### src/rtl/mul_div_unit_pkg.sv
// Shared definitions for the multi-cycle multiply/divide unit:
// operation codes, FSM states and default widths matching the register file.
package mul_div_unit_pkg;

    localparam int MDU_WIDTH = 16;
    localparam int MDU_AW    = 3;

    typedef enum logic [1:0] {
        OP_MUL  = 2'b00,
        OP_MULH = 2'b01,
        OP_DIVU = 2'b10,
        OP_REMU = 2'b11
    } mdu_op_e;

    typedef enum logic [1:0] {
        S_IDLE = 2'd0,
        S_CALC = 2'd1,
        S_WB   = 2'd2
    } mdu_state_e;

endpackage

### src/rtl/mdu_datapath.sv
// Bit-serial datapath: MSB-first shift-add multiply and restoring divide.
// result_d_o is the result as it will be once the current cycle's update lands.
module mdu_datapath
    import mul_div_unit_pkg::*;
#(
    parameter int WIDTH = MDU_WIDTH
) (
    input  logic             clk,
    input  logic             rst,
    input  logic             load_i,
    input  logic             step_i,
    input  logic [1:0]       op_i,
    input  logic [WIDTH-1:0] a_i,
    input  logic [WIDTH-1:0] b_i,
    output logic [WIDTH-1:0] result_d_o
);

    logic [1:0]         op_q, op_d;
    logic [WIDTH-1:0]   opa_q, opa_d;
    logic [WIDTH-1:0]   opb_q, opb_d;
    logic [2*WIDTH-1:0] acc_q, acc_d;
    logic [WIDTH:0]     rem_q, rem_d;
    logic [2*WIDTH-1:0] addend;
    logic [WIDTH:0]     trial;
    logic [WIDTH:0]     diff;

    // opa doubles as multiplicand / dividend-then-quotient; opb as multiplier / divisor
    always_comb begin
        op_d   = op_q;
        opa_d  = opa_q;
        opb_d  = opb_q;
        acc_d  = acc_q;
        rem_d  = rem_q;
        addend = opb_q[WIDTH-1] ? {{WIDTH{1'b0}}, opa_q} : '0;
        trial  = (rem_q << 1) | {{WIDTH{1'b0}}, opa_q[WIDTH-1]};
        diff   = trial - {1'b0, opb_q};
        if (load_i) begin
            op_d  = op_i;
            opa_d = a_i;
            opb_d = b_i;
            acc_d = '0;
            rem_d = '0;
        end else if (step_i) begin
            if (op_q[1]) begin
                rem_d = diff[WIDTH] ? trial : diff;
                opa_d = {opa_q[WIDTH-2:0], ~diff[WIDTH]};
            end else begin
                acc_d = (acc_q << 1) + addend;
                opb_d = opb_q << 1;
            end
        end
    end

    always_comb begin
        result_d_o = '0;
        if (load_i) begin
            if (op_i[1] && (b_i == '0)) begin
                result_d_o = (op_i == OP_REMU) ? a_i : '1;
            end
        end else begin
            unique case (op_q)
                OP_MUL:  result_d_o = acc_d[WIDTH-1:0];
                OP_MULH: result_d_o = acc_d[2*WIDTH-1:WIDTH];
                OP_DIVU: result_d_o = opa_d;
                OP_REMU: result_d_o = rem_d[WIDTH-1:0];
            endcase
        end
    end

    always_ff @(posedge clk or posedge rst) begin
        if (rst) begin
            op_q  <= '0;
            opa_q <= '0;
            opb_q <= '0;
            acc_q <= '0;
            rem_q <= '0;
        end else begin
            op_q  <= op_d;
            opa_q <= opa_d;
            opb_q <= opb_d;
            acc_q <= acc_d;
            rem_q <= rem_d;
        end
    end

endmodule

### src/rtl/mul_div_unit.sv
// Multi-cycle MUL/MULH/DIVU/REMU unit between register-file read and write ports.
// One bit per cycle, then a single-cycle writeback strobe.
module mul_div_unit
    import mul_div_unit_pkg::*;
#(
    parameter int WIDTH = MDU_WIDTH,
    parameter int AW    = MDU_AW
) (
    input  logic             clk,
    input  logic             rst,
    input  logic             start,
    input  logic [1:0]       op,
    input  logic [WIDTH-1:0] a,
    input  logic [WIDTH-1:0] b,
    input  logic [AW-1:0]    dest,
    output logic             busy,
    output logic             regWrite,
    output logic [AW-1:0]    waddr,
    output logic [WIDTH-1:0] wdata
);

    localparam int CW = $clog2(WIDTH + 1);

    mdu_state_e       state_q, state_d;
    logic [CW-1:0]    cnt_q, cnt_d;
    logic [AW-1:0]    dest_q;
    logic [AW-1:0]    waddr_q;
    logic [WIDTH-1:0] wdata_q;
    logic             load;
    logic             step;
    logic             div0;
    logic [WIDTH-1:0] result_d;

    assign div0 = op[1] && (b == '0);

    always_comb begin
        state_d = state_q;
        cnt_d   = cnt_q;
        load    = 1'b0;
        step    = 1'b0;
        unique case (state_q)
            S_IDLE: begin
                if (start) begin
                    load = 1'b1;
                    if (div0) begin
                        cnt_d   = '0;
                        state_d = S_WB;
                    end else begin
                        cnt_d   = CW'(WIDTH);
                        state_d = S_CALC;
                    end
                end
            end
            S_CALC: begin
                step  = 1'b1;
                cnt_d = cnt_q - CW'(1);
                if (cnt_q == CW'(1)) begin
                    state_d = S_WB;
                end
            end
            S_WB: begin
                state_d = S_IDLE;
            end
            default: begin
                state_d = S_IDLE;
            end
        endcase
    end

    // Result and address are captured on entry to WB so they hold afterwards
    always_ff @(posedge clk or posedge rst) begin
        if (rst) begin
            state_q <= S_IDLE;
            cnt_q   <= '0;
            dest_q  <= '0;
            waddr_q <= '0;
            wdata_q <= '0;
        end else begin
            state_q <= state_d;
            cnt_q   <= cnt_d;
            if (load) begin
                dest_q <= dest;
            end
            if ((state_d == S_WB) && (state_q != S_WB)) begin
                wdata_q <= result_d;
                waddr_q <= load ? dest : dest_q;
            end
        end
    end

    mdu_datapath #(
        .WIDTH(WIDTH)
    ) u_dp (
        .clk        (clk),
        .rst        (rst),
        .load_i     (load),
        .step_i     (step),
        .op_i       (op),
        .a_i        (a),
        .b_i        (b),
        .result_d_o (result_d)
    );

    assign busy     = (state_q != S_IDLE);
    assign regWrite = (state_q == S_WB);
    assign waddr    = waddr_q;
    assign wdata    = wdata_q;

endmodule
### config.mk
export PLATFORM = sky130hd
export DESIGN_NAME = mul_div_unit
export DESIGN_NICKNAME = d
export VERILOG_FILES = /design/src/rtl/mul_div_unit_pkg.sv /design/src/rtl/mdu_datapath.sv /design/src/rtl/mul_div_unit.sv
export SDC_FILE = /design/constraint.sdc
export NUM_CORES = 1
export LEC_CHECK = 0
export CAP_MARGIN = 20
export CORE_MARGIN = 2
export CORE_UTILIZATION = 45
export CTS_CLUSTER_SIZE = 30
export DETAILED_ROUTE_END_ITERATION = 6
export DONT_BUFFER_PORTS = 1
export SLEW_MARGIN = 10
export SYNTH_ARGS = -nofsm -noshare
export SYNTH_HDL_FRONTEND = slang
export SYNTH_SLANG_ARGS = --single-unit
### constraint.sdc
create_clock -name clk -period 8.25 [get_ports clk]
set_input_delay 1.65 -clock clk [delete_from_list [all_inputs] [get_ports clk]]
set_output_delay 1.65 -clock clk [all_outputs]
set_load 0.01 [all_outputs]
Word level (Yosys, flattened, before mapping):

Cells that the tools add are included.

* add/subtract/negate cells: 3
* reductions and logical operators: 10
* bitwise logic cells: 2
* equality and inequality tests: 11
* muxes and demuxes: 29

Operator list (number)
* two-way mux 16 bit: 14
* two-way mux 32 bit: 3
* one-hot mux 16 bit (4 select lines): 1
* adder 32 bit: 1
* OR 17 x 1 -> 17 bit: 1
* subtractor 17 x 16 -> 17 bit: 1
* logical NOT 16 bit: 1
* equality test 2 bit, second input constant: 5
* two-way mux 5 bit: 2
* one-hot mux 5 bit (2 select lines): 1
* two-way mux 2 bit: 3
* inequality test 2 bit, second input constant: 3
* nonzero test 2 bit: 3
* equality test 5 x 1 -> 1 bit, second input constant: 1
* subtractor 5 x 1 -> 5 bit, second input constant: 1
* equality test 2 x 1 -> 1 bit, second input constant: 2
* logical NOT 2 bit: 2
* one-hot mux 2 bit (2 select lines): 1
* AND reduction 2 bit: 2
* two-way mux 1 bit: 3
* two-way mux 3 bit: 1
* logical AND 1 bit: 2
* inverter 1 bit: 1

* bits in registers: 111
* word-level logic and storage cells: 65
* input port bits: 40
* output and inout port bits: 21

Depth between registers and ports, before layout:

* word-level depth: 8
* mapped depth: 13
* gate-level depth less buffers: 12

By module:

From an unflattened synthesis, not the netlist that was laid out.

* cell total of the unflattened synthesis: 901
* area total of the unflattened synthesis: 7629.8 sq um

Modules (own cells, without submodules)
* mdu_datapath: cells an instance 807, instances 1, area each 6366.1 sq um, seq. area each 2052.0 sq um
* mul_div_unit: cells an instance 94, instances 1, area each 1263.7 sq um, seq. area each 725.7 sq um

Worst setup path after synthesis:

OpenSTA, ideal clock, no wires.

* kind: input to register
* from: input port b[2]
* to: register waddr_q[0], in the netlist waddr[0]
* slack: 4861 ps
* data arrival time: 3264 ps
* path buffers: 1
* stages on the path: 7
* library setup time: 125 ps
* required time: 8125 ps
* cells stage by stage: or4_1 nor3_1 and4_1 nand2_1 nand2_1 buf_4 mux2_2

* cells in the longest elaborated chain, start to end: 7

RTL lines
* from (decl): line mul_div_unit.sv:14 `input logic [WIDTH-1:0] b,`
* logical NOT 16 bit: line mul_div_unit.sv:34 `assign div0 = op[1] && (b == '0);`
* logical AND 1 bit: line mul_div_unit.sv:34
* two-way mux 2 bit: line mul_div_unit.sv:45 `if (div0) begin`
* two-way mux 2 bit: line mul_div_unit.sv:43 `if (start) begin`
* one-hot mux 2 bit (2 select lines): line mul_div_unit.sv:41 `unique case (state_q)`
* via state_d[1]: line mul_div_unit.sv:24 `mdu_state_e state_q, state_d;`
* equality test 2 bit: line mul_div_unit.sv:84 `if ((state_d == S_WB) && (state_q != S_WB)) begin`
* logical AND 1 bit: line mul_div_unit.sv:84
* to (signal assigned): line mul_div_unit.sv:86 `waddr_q <= load ? dest : dest_q;`
* to (decl): line mul_div_unit.sv:27 `logic [AW-1:0] waddr_q;`

The timed path passes the listed nets, and every way through them passes these cells.
A chain may end at the register's enable or synchronous reset.

Worst setup path in the final report:

* from: input port b[2]
* to: register wdata_q[3], in the netlist wdata[3]

* cells in the longest elaborated chain, start to end: 7
* elaborated cells between the ends (all ways): 9
* classes of those cells: 1 x eq/ne; 5 x mux; 3 x reduce/logical

RTL lines
* logical NOT 16 bit (*): line mdu_datapath.sv:57, mul_div_unit.sv:34
* logical AND 1 bit (*): line mdu_datapath.sv:57, mul_div_unit.sv:34
* two-way mux 2 bit: line mul_div_unit.sv:45
* two-way mux 2 bit: line mul_div_unit.sv:43
* one-hot mux 2 bit (2 select lines): line mul_div_unit.sv:41
* equality test 2 bit: line mul_div_unit.sv:84
* logical AND 1 bit: line mul_div_unit.sv:84
* to (signal assigned): line mul_div_unit.sv:85 `wdata_q <= result_d;`
* to (decl): line mul_div_unit.sv:28 `logic [WIDTH-1:0] wdata_q;`

Every way passes the cells marked *; elsewhere a longest branch is shown, timed or not.

==> flow_summary.ini <==
[worst_setup_path]
slowest_stage = nand2_1
critPathLaunch = b[2]
critPathMaxStageDelay_ps = 790
r2r-end = wdata[9]
cp_cell_sequence = or4_1, nor3_1, and4_1, nand2_1, nand2_1, o221ai_1, o22a_1, o21ai_1
crit_fanout = 24
endpoint_kind = flop
r2r.worst_path.cells = 11
worstSetupStartpointType = input pin
required_ps = 8530
r2r_start = u_dp.opb_q[15]
rrSetupSlack_ps = 4630
crit_top_cell = nand2_1
cp_data_arrival_time_ps = 4620
crit_type = input pin to flop
crit_path_end = wdata[3]

[clock_tree]
postCtsSetupBuffers = 0
cts_resized = 0
cts_sinks = 111
hold_buffers = 0
cts.htree.levels = 3
clockBufferDepth = 2
clk_pin_slew_worst_paths_ps = 70
clk_latency_ps = 360
cts_made_buffers = 9
cts-root-buf = clkbuf_16
cts_tree = built

[sta]
setup_viol = 0
hold_violations = 0
holdWs_ps = 473
fin_setup_tns_ps = 0
period_share_pct = 52.6
tightest_slew_ps = 1000
rsz0062_at_grt = no
skew_ps = 8.28
fin_crit_ps = 4340
max_freq_mhz = 230
slew_headroom_pct = 33.0
slew_viol_final = 0

[min_path]
worstHoldStart = dest_q[1]
hold_depth = 2
worstHoldPathType = flop to flop

[synth]
async_reset_ff_share_pct = 100
post_synth.cell_area_avg_um2 = 8.20
synth_edf_count = 0
synth_top_area_share_pct = 35.4
synth_nets = 1033
ys_types = 87
syn_inst = 958
syn-cell-area_um2 = 7850
ys.flop_type = dfrtp_1
synth.yosys.seq_area_share_pct = 35.4
yosysTopAreaCell = dfrtp_1
ys_ff_latch = 111
synth-warning-count = 0
synth.top_cells.by_area = dfrtp_1, nand2_1, ha_1

[routing]
drt_iter0_drc = 553
routed-via-count = 7173
route.detailed.drc = 0
wl_per_cell_um = 21.5
vias_per_cell = 6.21
drt_first_pass_iters = 5
wl_um = 24800
detail-route-antenna-nets = 0

[cells_and_area]
design_area_um2 = 8320
nets = 1001
area_delta_synth_final_pct = 6.01
drive_gt1_share_pct = 6.02
final_cell_mix = nand2_1, dfrtp_1, nor2_1
layout_commonest_cell = nand2_1
n_antenna_cell = 0

[placement]
placed_area_um2 = 7990
io_buffer_count = 0
gp_congestion = 0.882
dpl.hpwl_um = 17800

[floorplanning]
start_util_pct = 45.7
row_count = 48
core_area_um2 = 17200
die_h_um = 136
die_area_um2 = 18500
pin_count = 61
die_w_um = 136

[global_routing]
gr-total-overflow = 0
grt_max_degree = 82
antenna_found_initial = 0
grt_pass1_vias = 7029
grt_pass1_wl_um = 39700
grt_usage_pct = 28.0

[run]
cap_viol_max_count = 0

[outcome]
run_status = finished clean

[power_and_ir_drop]
power.total_mw = 4.25
vdd_drop_max_v = 0.000260
power_density_nw_per_um2 = 511
power_leakage_nw = 3.62
[cells in the mapped netlist, types with 4 or more instances]
cell type,count
o21a_1,7
a31oi_1,50
buf_2,6
nor2_1,110
a211o_1,7
dfrtp_1,111
inv_1,28
or3_1,6
a221o_1,4
o211ai_1,15
o21ai_1,15
and2_1,25
o31a_1,4
o21ai_0,35
o221ai_1,4
mux2i_1,14
a21o_1,14
nand4_1,6
clkbuf_1,34
nand2_1,142
a211oi_1,19
buf_4,4
nor3_1,22
buf_1,7
nand2b_1,4
a31o_1,4
nand3_1,22
a21oi_1,62
o31ai_1,4
xnor2_1,21
ha_1,33
and3_1,20
xor2_1,11
[flip-flops by register name, indices dropped and copies added, names as in the netlist]
| name | count |
|---|---|
| dest_q | 3 |
| u_dp.rem_q | 16 |
| u_dp.acc_q | 32 |
| u_dp.opa_q | 16 |
| u_dp.op_q | 2 |
| waddr | 3 |
| cnt_q | 5 |
| u_dp.opb_q | 16 |
| wdata | 16 |
| state_q | 2 |
[per-stage QoR]
stage / setup slack [ps] / utilization [%] / std cells
2_1_floorplan: 3670 / - / 958
3_3_place_gp: 3650 / 46.5 / 1139
3_5_place_dp: 3610 / 46.5 / 1139
4_1_cts: 3980 / 48.3 / 1155
5_1_grt: 3720 / 48.5 / 1156
6_report: 3910 / 48.5 / 1156
[critical path, delay by kind of cell]
kind,cells,cell delay [ps]
AND/OR/NAND/NOR,5,2350
AO/OA/AOI/OAI,3,600
[kinds of logic (layout without fill, tap and decap cells)]
logic type                 Yosys count  after routing  synth area share, %
AOI/OAI and AO/OA                  299            299                 26.3
xor gates and xnor gates            32             32                 3.57
adders and majority gates           35             35                 5.77
buffers and inverters               83             56                 4.40
DFF                                111            111                 35.4
muxes                               18             18                 2.41
and+or+nand+nor                    380            380                 22.2
[report_power, final]
part           internal, mW  switching, mW
registers             0.811          0.291
logic                  1.01           1.67
clock network         0.261          0.210
total                  2.08           2.17
[how the worst min path moves through the flow]
stage	end
after floorplan	dest_q[0]
after global placement	dest_q[2]
after detailed placement	dest_q[1]
after CTS	dest_q[1]
after global routing	dest_q[2]
final	dest_q[1]
[layer usage]
layer  wire length, µm  track usage (%)  share of wire, %  vias up
met5                 0                0                 0        -
met4               812             10.8               3.3        0
met3              1660             6.97               6.7       47
met2             11300             44.3                46      242
met1             11100             37.1                45     3470
li1                  -                -                 -     3414
[area by class of cell]
cell class,count,area [µm²]
fillers,1763,8850
multi-input cells,764,4750
flip-flops and latches,111,2780
well taps,225,282
clock buffers,14,274
inverters,30,115
repair buffers,10,87.6
clock inverters,2,37.5
No activity file was read; power rests on OpenSTA's default activity.
